$ cat src/rtl/block_overflow_scan_pkg.sv
// Shared word-format constants, FSM encoding and the block correction rule
// for the block-minifloat overflow scanner.
package block_overflow_scan_pkg;
  localparam int NEXP   = 2;
  localparam int NSIG   = 5;
  localparam int SIZE   = 1 + NEXP + NSIG;
  localparam int WORD_W = NEXP + SIZE;
  localparam logic [NEXP-1:0] EMAX = {NEXP{1'b1}};

  typedef enum logic {
    FILL  = 1'b0,
    DRAIN = 1'b1
  } state_e;

  // Returns {norm_add, exp_overflow}: any overflow wins, otherwise give the
  // block as much exponent headroom as its largest exponent allows.
  function automatic logic [NEXP:0] block_correction(input logic [NEXP-1:0] max_ovf,
                                                     input logic [NEXP-1:0] max_exp);
    if (max_ovf != '0) return {1'b0, max_ovf};
    return {1'b1, EMAX - max_exp};
  endfunction
endpackage

$ cat src/rtl/block_overflow_scan_bos_block_ram.sv
// One-block buffer: single write port, asynchronous read port.
// Contents are not reset; every slot is rewritten before it is read.
module bos_block_ram #(
  parameter int DEPTH = 8,
  parameter int WIDTH = 10,
  localparam int AW = (DEPTH > 1) ? $clog2(DEPTH) : 1
) (
  input  logic             clk,
  input  logic             we_i,
  input  logic [AW-1:0]    waddr_i,
  input  logic [WIDTH-1:0] wdata_i,
  input  logic [AW-1:0]    raddr_i,
  output logic [WIDTH-1:0] rdata_o
);
  logic [WIDTH-1:0] mem_q [DEPTH];

  always_ff @(posedge clk) begin
    if (we_i) mem_q[waddr_i] <= wdata_i;
  end

  assign rdata_o = mem_q[raddr_i];
endmodule

$ cat src/rtl/block_overflow_scan.sv
// Collects a block of widened minifloats, finds the shared exponent correction,
// then replays the block unchanged with that correction held constant.
module block_overflow_scan
  import block_overflow_scan_pkg::*;
#(
  parameter int BLOCK_LEN = 8
) (
  input  logic              clk,
  input  logic              rst_n,
  input  logic [WORD_W-1:0] in_f,
  input  logic              in_valid,
  output logic              in_ready,
  output logic [WORD_W-1:0] out_f,
  output logic [NEXP-1:0]   exp_overflow,
  output logic              norm_add,
  output logic              out_valid,
  input  logic              out_ready,
  output logic              out_last
);
  localparam int CW = $clog2(BLOCK_LEN);
  localparam logic [CW-1:0] LAST_IDX = CW'(BLOCK_LEN - 1);

  state_e          state_q, state_d;
  logic [CW-1:0]   count_q, count_d;
  logic [NEXP-1:0] max_ovf_q, max_ovf_d;
  logic [NEXP-1:0] max_exp_q, max_exp_d;
  logic [NEXP-1:0] exp_overflow_q, exp_overflow_d;
  logic            norm_add_q, norm_add_d;

  logic [NEXP-1:0]   in_ovf, in_exp, new_ovf, new_exp;
  logic              wr_en;
  logic [WORD_W-1:0] rd_data;

  assign in_ovf  = in_f[WORD_W-1 -: NEXP];
  assign in_exp  = in_f[NSIG +: NEXP];
  assign new_ovf = (in_ovf > max_ovf_q) ? in_ovf : max_ovf_q;
  assign new_exp = (in_exp > max_exp_q) ? in_exp : max_exp_q;

  bos_block_ram #(
    .DEPTH(BLOCK_LEN),
    .WIDTH(WORD_W)
  ) u_ram (
    .clk     (clk),
    .we_i    (wr_en),
    .waddr_i (count_q),
    .wdata_i (in_f),
    .raddr_i (count_q),
    .rdata_o (rd_data)
  );

  always_ff @(posedge clk or negedge rst_n) begin
    if (!rst_n) begin
      state_q        <= FILL;
      count_q        <= '0;
      max_ovf_q      <= '0;
      max_exp_q      <= '0;
      exp_overflow_q <= '0;
      norm_add_q     <= 1'b0;
    end else begin
      state_q        <= state_d;
      count_q        <= count_d;
      max_ovf_q      <= max_ovf_d;
      max_exp_q      <= max_exp_d;
      exp_overflow_q <= exp_overflow_d;
      norm_add_q     <= norm_add_d;
    end
  end

  always_comb begin
    state_d        = state_q;
    count_d        = count_q;
    max_ovf_d      = max_ovf_q;
    max_exp_d      = max_exp_q;
    exp_overflow_d = exp_overflow_q;
    norm_add_d     = norm_add_q;
    wr_en          = 1'b0;
    unique case (state_q)
      FILL: begin
        if (in_valid) begin
          wr_en     = 1'b1;
          count_d   = count_q + CW'(1);
          max_ovf_d = new_ovf;
          max_exp_d = new_exp;
          if (count_q == LAST_IDX) begin
            // Correction must include the word being accepted right now.
            state_d = DRAIN;
            count_d = '0;
            {norm_add_d, exp_overflow_d} = block_correction(new_ovf, new_exp);
          end
        end
      end
      DRAIN: begin
        if (out_ready) begin
          count_d = count_q + CW'(1);
          if (count_q == LAST_IDX) begin
            state_d   = FILL;
            count_d   = '0;
            max_ovf_d = '0;
            max_exp_d = '0;
          end
        end
      end
      default: state_d = FILL;
    endcase
  end

  // Everything outside DRAIN is forced to zero so idle outputs never leak stale data.
  assign in_ready     = (state_q == FILL);
  assign out_valid    = (state_q == DRAIN);
  assign out_f        = out_valid ? rd_data : '0;
  assign exp_overflow = out_valid ? exp_overflow_q : '0;
  assign norm_add     = out_valid & norm_add_q;
  assign out_last     = out_valid & (count_q == LAST_IDX);
endmodule

$ cat config.mk
export PLATFORM = sky130hd
export DESIGN_NAME = block_overflow_scan
export DESIGN_NICKNAME = d
export VERILOG_FILES = /design/src/rtl/block_overflow_scan_pkg.sv /design/src/rtl/block_overflow_scan_bos_block_ram.sv /design/src/rtl/block_overflow_scan.sv
export SDC_FILE = /design/constraint.sdc
export NUM_CORES = 1
export LEC_CHECK = 0
export ABC_CLOCK_PERIOD_IN_PS = 4700
export CAP_MARGIN = 20
export CORE_UTILIZATION = 29
export DETAILED_ROUTE_END_ITERATION = 10
export PLACE_DENSITY_LB_ADDON = 0.3
export SLEW_MARGIN = 20
export SYNTH_ARGS = -nofsm -noshare
export SYNTH_HDL_FRONTEND = slang
export SYNTH_HIERARCHICAL = 1
export SYNTH_SLANG_ARGS = --single-unit
$ cat constraint.sdc
create_clock -name clk -period 4.7 [get_ports clk]
set_input_delay 0.47 -clock clk [delete_from_list [all_inputs] [get_ports clk]]
set_output_delay 0.47 -clock clk [all_outputs]
set_load 0.01 [all_outputs]
==> flow_summary.json <==
{
  "gr-usage-all-layers": 0.117,
  "total_power_mw": 2.73,
  "drive_gt1_frac": 0.154,
  "cp_slowest_cell": "dfrtp_1",
  "yosys-top-cells-area": "edfxtp_1, mux4_1, dfrtp_1, mux2_2, ha_1",
  "finalSetupViolCount": 0,
  "ir_drop_uv": 199,
  "dp_cells": 419,
  "cts-root-to-sink-buffers": 2,
  "post_drt_wl_per_cell_um": 17.8,
  "post-route-util": 0.359,
  "yosys.area.top_type": "edfxtp_1",
  "final_cell_mix": "edfxtp_1, clkdlybuf4s50_1, mux4_1",
  "io_buffers": 29,
  "core-area_sq_um": 13200,
  "initialDrtViolationCount": 59,
  "crit_type": "flip-flop to output pin",
  "clock_latency_ns": 0.34,
  "cts_resized": 0,
  "die_x_um": 118,
  "vias": 1998,
  "hold_buffers": 0,
  "status": "finished clean",
  "layout_commonest_cell": "edfxtp_1",
  "fmax_ghz": 0.282,
  "syn_area_sq_um": 3930,
  "ys_ff_latch": 91,
  "diodes": 0,
  "period_needed_ns": 3.55,
  "synth.avg_cell_area_sq_um": 18.4,
  "cts_root_buffer": "clkbuf_16",
  "nNetsFinal": 276,
  "cts.sinks": 91,
  "tightest_slew_ns": 0.924,
  "dr.pass1.iters": 4,
  "grt_start_max_net_pins": 25,
  "place_congestion": 0.720,
  "worstSetupStartpointType": "flip-flop",
  "post_cts_buffers": 0,
  "fin_cells": 435,
  "required_ns": 4.23,
  "dr_wl_met2_um": 3690,
  "drv_slew": 0,
  "initial_utilization": 0.297,
  "highest_layer": "met4",
  "r2r-start": "count_q[2]",
  "h-tree-depth": 3,
  "rsz0062_at_grt": "no",
  "fillers": 1275,
  "finish.instance_area_sq_um": 4750,
  "dp_hpwl_um": 5030,
  "fin_skew_ns": 0.00580,
  "p_leak_nw": 1.68,
  "async_flop_share": 0.121,
  "synth_edf_count": 80,
  "path_cells": "buf_4 -> mux4_1 -> mux2_2 -> and2_1 -> clkdlybuf4s50_1",
  "yosys_warnings": 6,
  "gr-total-overflow": 0,
  "cts_tree": "done",
  "grt_pass1_vias": 2075,
  "maxCapViolCount": 0,
  "numCtsBuffers": 9,
  "post-route-drc-count": 0,
  "ys_types": 33,
  "synth_nets": 236,
  "io-pin-count": 30,
  "wl_um": 7750,
  "cp-end-kind": "output pin",
  "area_growth_pct": 20.9,
  "pwr-share-seq": 0.432,
  "ant_nets": 0,
  "slowest_delay_ns": 0.94,
  "worstHoldPathType": "primary input to async pin",
  "met3_length_um": 153,
  "dieArea_sq_um": 14000,
  "hold_violations": 0,
  "finalSetupTns_ns": 0,
  "die_height_um": 118,
  "fin_crit_sh": 0.755,
  "synth_top_area_frac": 0.611,
  "dpl_cell_area_sq_um": 4450,
  "m1WireLength_um": 3800,
  "worstPathMaxFanout": 21,
  "synth_ff_type": "edfxtp_1",
  "critPathLaunch": "count_q[0]",
  "power_density_nw_per_um2": 573,
  "pwr-share-comb": 0.301,
  "syn_inst": 214,
  "intPower_mw": 1.92,
  "grt_antenna_before_repair": 0,
  "maxSlewHeadroom": 0.384,
  "via_per_inst": 4.59,
  "cp_data_arrival_time_ns": 3.08,
  "grt_pass1_wl_um": 11900,
  "swShare": 0.296,
  "path_clk_slew_ns": 0.07,
  "rows": 42,
  "ys_seq_area_frac": 0.681,
  "power_frac_clock": 0.268,
  "p_switching_mw": 0.807
}
-- registers in the layout, summed over array words and instances (netlist names) --
register	count
u_ram/mem_q	80
count_q	3
exp_overflow_q	2
max_exp_q	2
max_ovf_q	2
norm_add_q	1
out_valid	1
-- stage by stage --
| step | setup slack [ns] | hold WS (ns) |
|---|---|---|
| after floorplan | 2.60 | 0.174 |
| after global placement | 1.52 | 0.531 |
| after detailed placement | 1.49 | 0.538 |
| after CTS | 1.10 | 0.489 |
| after global routing | 1.00 | 0.521 |
| final | 1.15 | 0.481 |
-- final cells by class --
cell class / count / area (sq um) / share of cell area
Timing Repair Buffer: 37 / 354 / 0.0745
Multi-Input combinational cell: 106 / 1170 / 0.246
Sequential cell: 91 / 2680 / 0.563
Tap cell: 176 / 220 / 0.0463
Clock inverter: 6 / 71.3 / 0.0150
Inverter: 9 / 33.8 / 0.00711
Clock buffer: 10 / 229 / 0.0482
-- kinds of logic (layout without fill, tap and decap cells) --
family,count (synthesis),count (layout),synth area share
flops,91,91,0.681
simple gates,44,44,0.0627
compound gates,18,18,0.0293
fa+ha+maj,8,8,0.0255
mux,36,36,0.179
buf+inv,17,62,0.0229
-- per-layer routing --
layer | up-vias | GRT usage
met4 | 0 | 0.0617
met1 | 1012 | 0.157
met5 | - | 0
li1 | 944 | -
met3 | 10 | 0.0183
met2 | 32 | 0.182
-- Yosys cell counts, types with 2 or more instances --
master and instances:
mux2_2 14, inv_1 8, nand2_1 6, mux2i_1 2
a21o_1 2, clkbuf_1 3, nand3_1 2, nor2_1 8
and3_1 2, a21oi_1 8, dfrtp_1 11, buf_6 3
ha_1 8, nand2b_1 4, edfxtp_1 80, mux4_1 20
and2_1 14, nor3_1 3, a31oi_1 2
-- power groups by stage --
stage          clock network [mW]  registers, mW  logic (mW)
6_report                    0.730           1.18       0.819
5_1_grt                     0.772           1.20       0.892
4_1_cts                     0.746           1.19       0.834
3_5_place_dp                    0           1.20       0.828
3_3_place_gp                    0           1.19       0.810
2_1_floorplan                   0           1.08       0.625
-- final timing paths --
path,end,slack (ns),cells after the start
max,out_f[5],1.15,5
min,count_q[2],0.48,1
max reg2reg,u_ram/mem_q[6][7],2.23,3
min reg2reg,norm_add_q,0.55,2
max in group asynchronous,max_exp_q[0],3.86,1
min in group clk,norm_add_q,0.55,2
-- worst max-delay path: cells and delay by family (launching register included) --
kind	cells	cell delay, ns
DFF	1	0.94
muxes	2	0.83
buffers and inverters	2	0.79
and+or+nand+nor	1	0.16
(Power assumes the default switching activity.)
